[src/rtl/serial_pattern_detector.sv]
`default_nettype none
// ============================================================================
// Module      : serial_pattern_detector
// Description : Serial N-bit pattern detector (overlapping matches) with a
//               fill FSM, saturating match counter and sticky saturation flag.
// Revision    : 1.0 - initial release
// ============================================================================
module serial_pattern_detector #(
    parameter int           N       = 4,
    parameter logic [N-1:0] PATTERN = 4'b1011,
    parameter int           COUNT_W = 8
) (
    input  logic               clk,
    input  logic               reset,
    input  logic               din,
    input  logic               din_valid,
    input  logic               clear,
    output logic [N-1:0]       history,
    output logic               primed,
    output logic               match,
    output logic [COUNT_W-1:0] match_count,
    output logic               sat
);

    localparam int                   c_fill_w  = $clog2(N + 1);
    localparam logic [c_fill_w-1:0]  c_fill_one = c_fill_w'(1);
    localparam logic [c_fill_w-1:0]  c_fill_nm1 = c_fill_w'(N - 1);
    localparam logic [COUNT_W-1:0]   c_cnt_one  = COUNT_W'(1);
    localparam logic [COUNT_W-1:0]   c_cnt_max  = '1;
    localparam logic [COUNT_W-1:0]   c_cnt_nm1  = c_cnt_max - c_cnt_one;

    typedef enum logic [1:0] {
        ST_EMPTY   = 2'd0,
        ST_FILLING = 2'd1,
        ST_PRIMED  = 2'd2
    } state_t;

    state_t              r_state;
    state_t              w_state_nxt;
    logic [c_fill_w-1:0] r_fill;
    logic [c_fill_w-1:0] w_fill_nxt;
    logic [N-1:0]        r_hist;
    logic [N-1:0]        w_hist_nxt;
    logic                r_match;
    logic                w_match_nxt;
    logic [COUNT_W-1:0]  r_cnt;
    logic                r_sat;

    assign w_hist_nxt = {r_hist[N-2:0], din};

    // At least N-1 bits already held means this accepted bit completes a full window.
    assign w_match_nxt = din_valid && (r_fill >= c_fill_nm1) && (w_hist_nxt == PATTERN);

    always_comb begin
        w_state_nxt = r_state;
        w_fill_nxt  = r_fill;
        case (r_state)
            ST_EMPTY: begin
                if (din_valid) begin
                    w_fill_nxt  = c_fill_one;
                    w_state_nxt = ST_FILLING;
                end
            end
            ST_FILLING: begin
                if (din_valid) begin
                    w_fill_nxt = r_fill + c_fill_one;
                    if (r_fill == c_fill_nm1) begin
                        w_state_nxt = ST_PRIMED;
                    end
                end
            end
            ST_PRIMED: begin
                w_state_nxt = ST_PRIMED;
            end
            default: begin
                w_state_nxt = ST_EMPTY;
                w_fill_nxt  = '0;
            end
        endcase
    end

    always_ff @(posedge clk or posedge reset) begin
        if (reset) begin
            r_state <= ST_EMPTY;
            r_fill  <= '0;
        end else begin
            r_state <= w_state_nxt;
            r_fill  <= w_fill_nxt;
        end
    end

    always_ff @(posedge clk or posedge reset) begin
        if (reset) begin
            r_hist  <= '0;
            r_match <= 1'b0;
        end else begin
            if (din_valid) begin
                r_hist <= w_hist_nxt;
            end
            r_match <= w_match_nxt;
        end
    end

    // clear wins over a coincident increment; the match pulse itself is unaffected.
    always_ff @(posedge clk or posedge reset) begin
        if (reset) begin
            r_cnt <= '0;
            r_sat <= 1'b0;
        end else if (clear) begin
            r_cnt <= '0;
            r_sat <= 1'b0;
        end else if (w_match_nxt) begin
            if (r_cnt != c_cnt_max) begin
                r_cnt <= r_cnt + c_cnt_one;
                if (r_cnt == c_cnt_nm1) begin
                    r_sat <= 1'b1;
                end
            end else begin
                r_sat <= 1'b1;
            end
        end
    end

    assign history     = r_hist;
    assign primed      = (r_state == ST_PRIMED);
    assign match       = r_match;
    assign match_count = r_cnt;
    assign sat         = r_sat;

endmodule
`default_nettype wire

[config.mk]
export PLATFORM = sky130hd
export DESIGN_NAME = serial_pattern_detector
export DESIGN_NICKNAME = d
export VERILOG_FILES = /design/src/rtl/serial_pattern_detector.sv
export SDC_FILE = /design/constraint.sdc
export NUM_CORES = 1
export LEC_CHECK = 0
export BUFFER_PORTS_ARGS = -buffer_cell sky130_fd_sc_hd__buf_2
export CAP_MARGIN = 20
export CORE_ASPECT_RATIO = 0.8
export CORE_MARGIN = 5
export CORE_UTILIZATION = 35
export CTS_BUF_LIST = sky130_fd_sc_hd__clkbuf_8
export CTS_CLUSTER_SIZE = 24
export DETAILED_ROUTE_END_ITERATION = 8
export HOLD_SLACK_MARGIN = 0.12
export PLACE_DENSITY_LB_ADDON = 0.05
export SYNTH_ARGS = -nofsm -noshare
export SYNTH_HDL_FRONTEND = slang
export SYNTH_SLANG_ARGS = --single-unit
[constraint.sdc]
create_clock -name clk -period 5.7 [get_ports clk]
set_input_delay 1.14 -clock clk [delete_from_list [all_inputs] [get_ports clk]]
set_output_delay 1.14 -clock clk [all_outputs]
set_load 0.01 [all_outputs]
# ---- After elaboration in Yosys (flattened, before gate mapping)
# Cells that the tools add are included.
dict set report totals {
  out_inout_bits 15
  inputBits 5
  reg_bits 19
}
dict set report classes {
  magnitude_cmp 1
  n_reduce_logical 9
  add_sub_neg 2
  n_bitwise 1
  n_eq_ne 10
  mux 14
}
# cell count
set op_table {}
lappend op_table {{$mux 8} 3}
lappend op_table {{$pmux 3 s3} 1}
lappend op_table {{$add 8x1->8 const B} 1}
lappend op_table {{$eq 8x8->1 const B} 1}
lappend op_table {{$ne 8x8->1 const B} 1}
lappend op_table {{$mux 2} 3}
lappend op_table {{$mux 3} 2}
lappend op_table {{$ne 2x2->1 const B} 3}
lappend op_table {{$pmux 2 s3} 1}
lappend op_table {{$reduce_and 3->1} 2}
lappend op_table {{$eq 4x4->1 const B} 1}
lappend op_table {{$mux 1} 4}
lappend op_table {{$reduce_and 2->1} 2}
lappend op_table {{$reduce_bool 2->1} 2}
lappend op_table {{$add 3x1->3 const B} 1}
lappend op_table {{$eq 3x2->1 const B} 1}
lappend op_table {{$ge 3x2->1 const B} 1}
lappend op_table {{$ne 3x2->1 const B} 1}
lappend op_table {{$eq 2x1->1 const B} 1}
lappend op_table {{$eq 2x2->1 const B} 1}
lappend op_table {{$logic_and 1x1->1} 2}
lappend op_table {{$logic_not 2->1} 1}
lappend op_table {{$not 1->1} 1}

# ---- Longest topological paths before layout
# Gate-level depths: netlist (run 1).
dict set report logic_depth {
  ltp_word 5
  mapped_depth 7
}

# ---- Least setup slack after synthesis (run 1)
# Ideal clock, no wire load.
dict set report synth_path {
  path_type {input to register}
  from {input din_valid}
  to {register r_cnt[0], in the netlist match_count[0]}
  stages 5
  setup_time_ns 0.125
  n_path_buf 1
  path_slack_ns 3.402
  t_arrival_ns 2.173
  t_required_ns 5.575
  path_cell_list {buf_6 -> nand2_4 -> or3_4 -> nor2_4 -> mux2_2}
}
dict set report synth_between {
  elab_chain_len 4
}
# item line_no
set synth_lines {}
lappend synth_lines {{start: declaration} 16} ;# input logic din_valid,
lappend synth_lines {{$logic_and 1x1->1 (2 in a row)} 52} ;# assign w_match_nxt = din_valid && (r_fill >= c_fill_nm1) && (w_hist_nxt == PATTERN);
lappend synth_lines {{$reduce_bool 2->1 (no source line)} --}
lappend synth_lines {{$reduce_and 2->1 (no source line)} --}
lappend synth_lines {{end signal: assignment} 114} ;# r_cnt <= r_cnt + c_cnt_one;
lappend synth_lines {{end: declaration} 46} ;# logic [COUNT_W-1:0] r_cnt;
# Every way passes these cells.
# A chain may end at the register's enable or synchronous reset.

# ---- Worst setup path in the final report (run 1)
# Same ends and word-level chain as after synthesis.

==> results of run 1 <==
==> routing by layer <==
metal,part of all wire (%),GRT usage [%],vias up
li1,-,-,389
met3,5.6,4.58,2
met5,0,0,-
met4,0.59,1.61,0
met1,53,15.1,389
met2,41,16.0,18
==> cells in the mapped netlist, drive strengths merged, types with 2 or more instances <==
| master | instances | area share (%) |
|---|---|---|
| mux2 | 5 | 5.4 |
| and3 | 3 | 1.8 |
| nor3 | 2 | 0.95 |
| nand2 | 6 | 2.9 |
| a21oi | 9 | 4.6 |
| inv | 11 | 3.9 |
| buf | 2 | 1.4 |
| a211oi | 2 | 3.1 |
| o21ai | 5 | 2.4 |
| ha | 7 | 8.3 |
| nor2 | 7 | 3.2 |
| mux2i | 2 | 1.9 |
| dfrtp | 19 | 45 |
| a311oi | 2 | 1.7 |
| a31o | 2 | 1.7 |
| nand4 | 3 | 1.8 |
==> logic make-up after synthesis <==
group	after synthesis	share of synthesized area, %
and+or+nand+nor	27	16.1
buffers and inverters	14	6.19
DFF	19	45.2
muxes	7	7.26
adders and majority gates	7	8.33
AOI/OAI and AO/OA	24	16.9
==> worst max path at each step <==
stage / startpoint / end / cells past startpoint / slack [ns]
global placement: din_valid / match_count[0] / 5 / 3.29
detailed placement: din_valid / match_count[0] / 5 / 3.25
global route: r_state[0] / primed / 3 / 3.44
finish: din_valid / match_count[0] / 5 / 3.51
floorplan: din_valid / match_count[0] / 5 / 3.40
CTS: din_valid / match_count[0] / 5 / 3.50
==> power by group <==
| group | internal (uW) | leakage [uW] | switching [uW] | total (uW) |
|---|---|---|---|---|
| logic | 48.6 | 0.000324 | 56.9 | 106 |
| clock network | 47.7 | 0.0000269 | 42.0 | 89.7 |
| registers | 154 | 0.000251 | 20.2 | 174 |
| total | 251 | 0.000602 | 119 | 370 |
==> area by class of cell <==
| class | count | area (um2) | area share (%) |
|---|---|---|---|
| multi-input combinational | 65 | 510 | 41.7 |
| sequential | 19 | 475 | 38.9 |
| timing repair buffer | 19 | 95.1 | 7.77 |
| inverter | 12 | 50.0 | 4.09 |
| tap | 38 | 47.5 | 3.89 |
| clock buffer | 3 | 41.3 | 3.37 |
| clock inverter | 1 | 3.75 | 0.307 |
==> state kept, by name (all words and copies together) (netlist names) <==
register	count
r_fill	3
r_state	2
history	4
match_count	8
sat	1
match	1
==> worst register-to-register path, delay by kind of cell, from the launching register on <==
family | cells | cell delay, ns
and+or+nand+nor | 1 | 0.23
buffers and inverters | 1 | 0.10
adders and majority gates | 2 | 0.45
AOI/OAI and AO/OA | 3 | 0.64
DFF | 1 | 0.42
==> per-stage QoR <==
step,instance area [um2],std cells,hold slack (ns)
floorplan,1050,98,0.527
global placement,1180,153,0.478
detailed placement,1180,153,0.491
CTS,1220,157,0.510
global route,1220,157,0.575
finish,1220,157,0.501
==> layout by cell type, fill, tap and decap left out, types with 3 or more instances in the layout <==
| cell type | netlist | layout |
|---|---|---|
| nand2_1 | 5 | 5 |
| nand4_1 | 3 | 3 |
| o21ai_0 | 5 | 5 |
| and3_1 | 3 | 3 |
| a21oi_1 | 8 | 8 |
| clkbuf_8 | 0 | 3 |
| inv_1 | 11 | 12 |
| buf_2 | 0 | 19 |
| ha_1 | 7 | 7 |
| nor2_1 | 6 | 6 |
| mux2_2 | 5 | 5 |
| dfrtp_1 | 19 | 19 |
==> run_results.csv, run 1 <==
group,metric,value,unit
setup_path,cp.arrival,2.33,ns
setup_path,r2r-start,"r_fill[0]",
floorplan,dieArea,0.00421,mm2
timing,clock_skew,0.00388,ns
global_route,gr-total-overflow,0,
setup_path,cp_max_fo,8,
timing,timing.fmax,456,MHz
routing,drc,0,
global_route,grt_pass1_wl,3570,um
clock_tree,cts_tree,"built",
final_layout,drive_gt1_share,31.9,%
setup_path,worst_ep_required_time,5.84,ns
floorplan,die_h,59.0,um
timing,layout_setup_ws,3.51,ns
clock_tree,clock_sinks,19,
logic_synthesis,synth_nets,110,
floorplan,start_util,37.2,%
floorplan,dieWidth,71.3,um
routing,drt-total-wl,2040,um
global_route,grt_max_degree,20,
hold_path,worstHoldEndpoint,"sat",
placement,hpwl,1540,um
flow_run,maxCapViolCount,0,
logic_synthesis,ys_async_sr_fraction,100,%
timing,max_slew_margin,51.1,%
logic_synthesis,synth_seq_cells,19,
pwr,power,370,uW
logic_synthesis,ys_seq_area_share,45.2,%
floorplan,core_area,0.00283,mm2
global_route,grt_antenna_before_repair,0,
setup_path,cp_slowest_stage_delay,0.44,ns
logic_synthesis,ys_warn_count,0,
setup_path,slowest_stage,"or3_4",
clock_tree,cts_setup_buffers,0,
routing,drt_iter0_drc,51,
placement,port_buffers,19,
logic_synthesis,syn_area,0.00105,mm2
logic_synthesis,synth_edf_count,0,
logic_synthesis,ys.flop_type,"dfrtp_1",
logic_synthesis,syn_area_per_cell,10.7,um2
clock_tree,cts-root-buf,"clkbuf_8",
global_route,grt_pass1_vias,751,
outcome,status,"finished, final reports clean",
timing,min_period,2.19,ns
clock_tree,cts_made_buffers,3,
placement,place_ws,3.25,ns
setup_path,cp-start-kind,"input port",
hold_path,hold_class,"flip-flop to flip-flop",
timing,drv_slew,0,
pwr,p_leak,0.000602,uW
timing,rsz0062_at_grt,"false",
clock_tree,clk_path_buf_depth,2,
floorplan,placementRows,17,
routing,drtPass1Iterations,4,
clock_tree,insertion_delay,0.25,ns
hold_path,holdCritStartpoint,"sat",
setup_path,cp_cell_sequence,"buf_2 -> nand2_4 -> or3_4 -> nor2_4 -> mux2_2",
logic_synthesis,syn_inst,98,
hold_path,whs_path_depth,2,
setup_path,ff2ff_setup_slack,3.79,ns
final_layout,fillers,295,
setup_path,crit_buf_inv,1,
routing,routedWlPerCell,13.0,um
clock_tree,cts_htree_levels,1,
pwr,power_density,302,mW/mm2
final_layout,final_util,43.3,%
logic_synthesis,synthDistinctLibCells,32,
timing,finalCritPeriodShare,38.5,%
setup_path,crit_family,"simple AND/OR/NAND/NOR gates",
setup_path,r2r-end,"match_count[5]",
timing,tns,0,ns
pwr,ir_worst_vdd,0.156,mV
floorplan,ioPinCount,20,
clock_tree,hold_buffers,0,
final_layout,syn_to_final_growth,16.4,%
clock_tree,clk_pin_slew,0.07,ns
setup_path,end_kind,"flip-flop",
routing,vias,798,
placement,place_congestion,0.796,
timing,worst_pin_slew,0.733,ns
setup_path,path_class,"input port to flip-flop",
global_route,grtUsageTotal,10.8,%
timing,report.final.hold_viol_count,0,
routing,vias_per_cell,5.08,
final_layout,num_antenna_cells,0,
clock_tree,cts_resized,0,
routing,antenna_left,0,
timing,setup_viol_count_final,0,
setup_path,r2r_cells,7,
final_layout,fin_nets,132,
Power figures use the tool's default switching activity.
==> run 2, diff against run 1 <==
- clock period: 5.7 -> 1.9 ns (I/O delays scaled with it)
==> run 2 against run 1 <==
Sequential cell count unchanged. Highest routed layer unchanged. Die area is the same. Critical endpoint unchanged. First-iteration DRC count is 12% lower. Worst hold slack got worse by 0.37 ns. Register-to-register slack lost 3.7 ns. Design area is 1.9% higher. Clock skew is 0.0022 ns lower. Critical path depth rose by 1. Global-route usage fell by 0.94 points. Non-clock buffer count increased by 3. Routed wire length is 0.64% higher. Total power rose to 3.1 times the previous value.
==> run_results.csv, run 2 (synthesis gave the netlist of run 1 again) <==
group,metric,value,unit
setup_path,end_kind,"flip-flop",
clock_tree,cts_resized,0,
setup_path,cp.arrival,1.93,ns
timing,max_slew_margin,70.2,%
timing,finalCritPeriodShare,93.7,%
clock_tree,hold_buffers,0,
final_layout,syn_to_final_growth,18.7,%
setup_path,cp_max_fo,4,
final_layout,fillers,269,
final_layout,drive_gt1_share,34.4,%
timing,report.final.hold_viol_count,0,
setup_path,r2r-end,"match_count[0]",
placement,port_buffers,19,
timing,drv_slew,0,
clock_tree,cts_setup_buffers,0,
outcome,status,"finished, final reports clean",
routing,drc,0,
final_layout,seqCellArea,475,um2
routing,routedWlPerCell,12.9,um
floorplan,core_area,0.00283,mm2
pwr,ir_worst_vdd,0.483,mV
setup_path,ff2ff_setup_slack,0.12,ns
global_route,grt_pass1_vias,663,
floorplan,ioPinCount,20,
global_route,grt_max_degree,20,
timing,clock_skew,0.00169,ns
setup_path,cp-start-kind,"flip-flop",
floorplan,dieArea,0.00421,mm2
routing,drt-total-wl,2060,um
floorplan,start_util,37.2,%
setup_path,r2r_cells,6,
floorplan,die_h,59.0,um
placement,hpwl,1530,um
final_layout,fin_area,0.00125,mm2
timing,holdWs,0.131,ns
clock_tree,cts_tree,"built",
pwr,p_leak,0.000616,uW
routing,vias,794,
flow_run,maxCapViolCount,0,
timing,worst_pin_slew,0.434,ns
clock_tree,cts_made_buffers,3,
routing,antenna_left,0,
clock_tree,clk_pin_slew,0.07,ns
pwr,power_density,925,mW/mm2
global_route,grt_antenna_before_repair,0,
clock_tree,cts-root-buf,"clkbuf_8",
final_layout,largest_reg_flops,8,
timing,rsz0062_at_grt,"false",
final_layout,multi_input_area,510,um2
clock_tree,clock_sinks,19,
placement,place_area,0.00120,mm2
routing,vias_per_cell,4.96,
timing,min_period,1.78,ns
routing,drt_iter0_drc,45,
placement,place_congestion,0.764,
hold_path,hold_class,"input port to asynchronous set/reset pin",
global_route,grt_pass1_wl,3220,um
timing,setup_viol_count_final,0,
clock_tree,clk_path_buf_depth,2,
setup_path,worst_ep_required_time,2.05,ns
clock_tree,cts_htree_levels,1,
setup_path,path_class,"flip-flop to flip-flop",
floorplan,placementRows,17,
setup_path,r2r-start,"r_fill[2]",
clock_tree,insertion_delay,0.26,ns
final_layout,final_util,44.1,%
global_route,grtUsageTotal,9.88,%
final_layout,final_cell_mix,"dfrtp_1, buf_2, inv_1",
timing,tns,0,ns
timing,timing.fmax,562,MHz
final_layout,num_antenna_cells,0,
floorplan,dieWidth,71.3,um
global_route,gr-total-overflow,0,
final_layout,fin_nets,135,
routing,drtPass1Iterations,4,
run 2: changes by cell type in the layout (fill, tap and decap cells not counted), sizes merged:
cell and change:
buf +3, clkinv +1, inv -1
run 2: final cells by class:
type	count	share of cell area, %
multi-input combinational	65	40.9
sequential	19	38.1
timing repair buffer	22	9.43
inverter	12	4.01
tap	38	3.81
clock buffer	3	3.31
clock inverter	1	0.401
run 2: layer usage:
| layer | global-route usage [%] | part of all wire [%] | up-vias | wire length, um |
|---|---|---|---|---|
| met4 | 2.41 | 0.92 | 0 | 19 |
| li1 | - | - | 398 | - |
| met2 | 12.6 | 40 | 15 | 817 |
| met1 | 15.1 | 55 | 377 | 1120 |
| met5 | 0 | 0 | - | 0 |
| met3 | 4.07 | 4.8 | 4 | 98 |
run 2: critical path, stage by stage, from the launching register on:
cell      delay [ns]
dfrtp_1         0.43
inv_1           0.08
ha_1            0.22
a211oi_4        0.06
or3_4           0.43
nor2_4          0.13
mux2_2          0.33
run 2: worst max path at each step:
stage,start,end,slack [ns],cells past startpoint
2_1_floorplan,r_fill[1],match_count[0],0.10,6
3_3_place_gp,r_fill[0],match_count[5],0.11,7
3_5_place_dp,r_fill[0],match_count[5],0.08,7
4_1_cts,r_fill[0],match_count[5],0.06,7
5_1_grt,r_fill[0],match_count[5],0.01,7
6_report,r_fill[2],match_count[0],0.12,6
run 2: metrics by stage:
| stage | setup slack (ns) | std cells | power, uW |
|---|---|---|---|
| 2_1_floorplan | 0.103 | 98 | 773 |
| 3_3_place_gp | 0.113 | 156 | 876 |
| 3_5_place_dp | 0.0805 | 156 | 883 |
| 4_1_cts | 0.0637 | 160 | 1170 |
| 5_1_grt | 0.00968 | 160 | 1230 |
| 6_report | 0.120 | 160 | 1150 |
run 2: report_power, final:
group / internal [uW] / total (uW) / leakage (uW) / switching (uW)
logic: 169 / 359 / 0.000339 / 190
registers: 462 / 510 / 0.000251 / 47.3
clock network: 146 / 285 / 0.0000255 / 139
==> run 3, diff against run 2 <==
- ABC_AREA: unset -> 1
==> run 3 against run 2 <==
Sequential share of layout area fell by 1.6 points. Cell count grew 29%. Total power shrank 6.8%. Worst hold slack better by 0.0081 ns. Highest routed layer unchanged. Area after synthesis increased by 5.7%. Worst setup slack improved by 0.28 ns. Global-route usage increased by 2.8 points. Design area grew 4.5%. Sequential cell count is the same.
==> run_results.csv, run 3 <==
group,metric,value,unit
outcome,status,"finished, final reports clean",
floorplan,core_area,0.00306,mm2
clock_tree,clock_sinks,19,
timing,timing.fmax,666,MHz
routing,routedWlPerCell,11.5,um
final_layout,num_antenna_cells,0,
global_route,grt_pass1_vias,932,
logic_synthesis,ys.flop_type,"dfrtp_1",
placement,place_ws,0.403,ns
global_route,grt_pass1_wl,4200,um
floorplan,die_h,60.4,um
clock_tree,clk_path_buf_depth,2,
setup_path,path_class,"flip-flop to flip-flop",
logic_synthesis,ys_warn_count,0,
pwr,power_density,825,mW/mm2
timing,holdWs,0.139,ns
clock_tree,cts_resized,0,
placement,port_buffers,19,
timing,min_period,1.50,ns
hold_path,hold_class,"input port to asynchronous set/reset pin",
setup_path,crit_start,"r_fill[0]",
clock_tree,clk_pin_slew,0.07,ns
routing,drtPass1Iterations,4,
timing,finalCritPeriodShare,79.0,%
pwr,ir_worst_vdd,0.442,mV
logic_synthesis,synth_nets,155,
timing,layout_setup_ws,0.400,ns
floorplan,ioPinCount,20,
clock_tree,cts_htree_levels,1,
timing,tns,0,ns
routing,antenna_left,0,
logic_synthesis,synth_edf_count,0,
routing,drc,0,
flow_run,maxCapViolCount,0,
final_layout,drive_gt1_share,20.5,%
setup_path,cp-start-kind,"flip-flop",
routing,drt-total-wl,2370,um
timing,max_slew_margin,77.8,%
final_layout,fin_cells,206,
final_layout,syn_to_final_growth,17.3,%
final_layout,largest_reg_flops,8,
timing,report.final.hold_viol_count,0,
logic_synthesis,synth.top_cells.by_count,"nand2_1, dfrtp_1, nor2_1",
clock_tree,cts_tree,"built",
logic_synthesis,syn_area,0.00111,mm2
setup_path,end_kind,"flip-flop",
placement,hpwl,1920,um
final_layout,final_common_cell,"nand2_1",
global_route,grtUsageTotal,12.6,%
final_layout,fin_nets,179,
setup_path,cp_max_fo,9,
logic_synthesis,syn_area_per_cell,7.77,um2
timing,worst_pin_slew,0.329,ns
timing,setup_viol_count_final,0,
global_route,gr-total-overflow,0,
setup_path,r2r-end,"match_count[6]",
setup_path,cp.arrival,1.64,ns
floorplan,placementRows,18,
clock_tree,cts-root-buf,"clkbuf_8",
logic_synthesis,ys_seq_area_share,42.8,%
routing,drt_iter0_drc,28,
placement,dp_cells,202,
logic_synthesis,yosys-top-cells-area,"dfrtp_1, nand2_1, ha_1, nand3_1, nor2_1",
global_route,grt_antenna_before_repair,0,
clock_tree,cts_made_buffers,3,
setup_path,r2r-start,"r_fill[0]",
setup_path,ff2ff_setup_slack,0.40,ns
logic_synthesis,synthDistinctLibCells,20,
logic_synthesis,synth.largest_area_cell,"dfrtp_1",
placement,place_congestion,0.819,
logic_synthesis,yosysTopAreaCellShare,42.8,%
routing,vias,949,
floorplan,dieArea,0.00441,mm2
pwr,p_leak,0.000674,uW
logic_synthesis,syn_inst,143,
timing,clock_skew,0.00137,ns
logic_synthesis,ys_async_sr_fraction,100,%
setup_path,r2r_cells,8,
routing,vias_per_cell,4.61,
logic_synthesis,synth_seq_cells,19,
floorplan,start_util,36.3,%
final_layout,final_cell_mix,"nand2_1, dfrtp_1, buf_2",
setup_path,worst_ep_required_time,2.04,ns
timing,drv_slew,0,
floorplan,dieWidth,73.0,um
timing,rsz0062_at_grt,"false",
global_route,grt_max_degree,20,
logic_synthesis,post-synth-top-count-cell,"nand2_1",
clock_tree,insertion_delay,0.25,ns
clock_tree,cts_setup_buffers,0,
clock_tree,hold_buffers,0,
==> run 3: changes by cell type in the layout (fill, tap and decap cells not counted), sizes merged, moves of 3 or more <==
cell | previous run | this run
o21ai | 5 | 13
nor2 | 7 | 21
nand3 | 1 | 14
inv | 11 | 16
a21oi | 9 | 0
and3 | 3 | 0
mux2 | 5 | 0
nand2 | 6 | 48
==> run 3: worst max-delay path by stage <==
stage,slack [ns],endpoint,cells after the start
after global routing,0.30,match_count[6],8
final,0.40,match_count[6],8
after detailed placement,0.40,match_count[6],8
after global placement,0.41,match_count[6],8
after CTS,0.38,match_count[6],8
after floorplan,0.55,match_count[3],8
==> run 3: metal layers <==
layer  GRT usage (%)  part of all wire (%)  up-vias
li1                -                     -      502
met1            17.0                    51      428
met2            19.4                    42       17
met3            3.64                   5.5        2
met4            4.74                  0.97        0
met5               0                     0        -
==> run 3: final cells by class <==
type / instances / area (um2)
inverters: 16 / 60.1
well taps: 40 / 50.0
fillers: 325 / 1760
multi-input cells: 107 / 571
clock buffers: 3 / 41.3
repair buffers: 20 / 103
flip-flops and latches: 19 / 475
clock inverters: 1 / 3.75
==> run 3: logic make-up after synthesis <==
kind of cell               count (synthesis)  synth area share (%)
AOI/OAI and AO/OA                         13                  6.53
xor gates and xnor gates                   2                  1.58
adders and majority gates                  7                  7.88
buffers and inverters                     17                  5.85
DFF                                       19                  42.8
and+or+nand+nor                           85                  35.4
==> run 3: worst max-delay path, stage by stage, from the launching register on <==
cell and delay [ns]:
dfrtp_1 0.40, ha_1 0.21, ha_1 0.19, nor2_1 0.12, o21ai_2 0.10, nand3_4 0.15, nand2_4 0.09, nand2_1 0.08
nand2_1 0.05
==> run 3: metrics by stage <==
stage / util, % / power, uW / cell area [um2]
after floorplan: - / 733 / 1110
after global placement: 41.1 / 811 / 1260
after detailed placement: 41.1 / 818 / 1260
after CTS: 42.6 / 1100 / 1300
after global routing: 42.6 / 1180 / 1300
final: 42.6 / 1080 / 1300
==> run 3: report_power, final <==
part	switching, uW	total (uW)	internal [uW]
logic	192	302	110
registers	42.0	504	462
clock network	126	269	143
total	360	1080	715
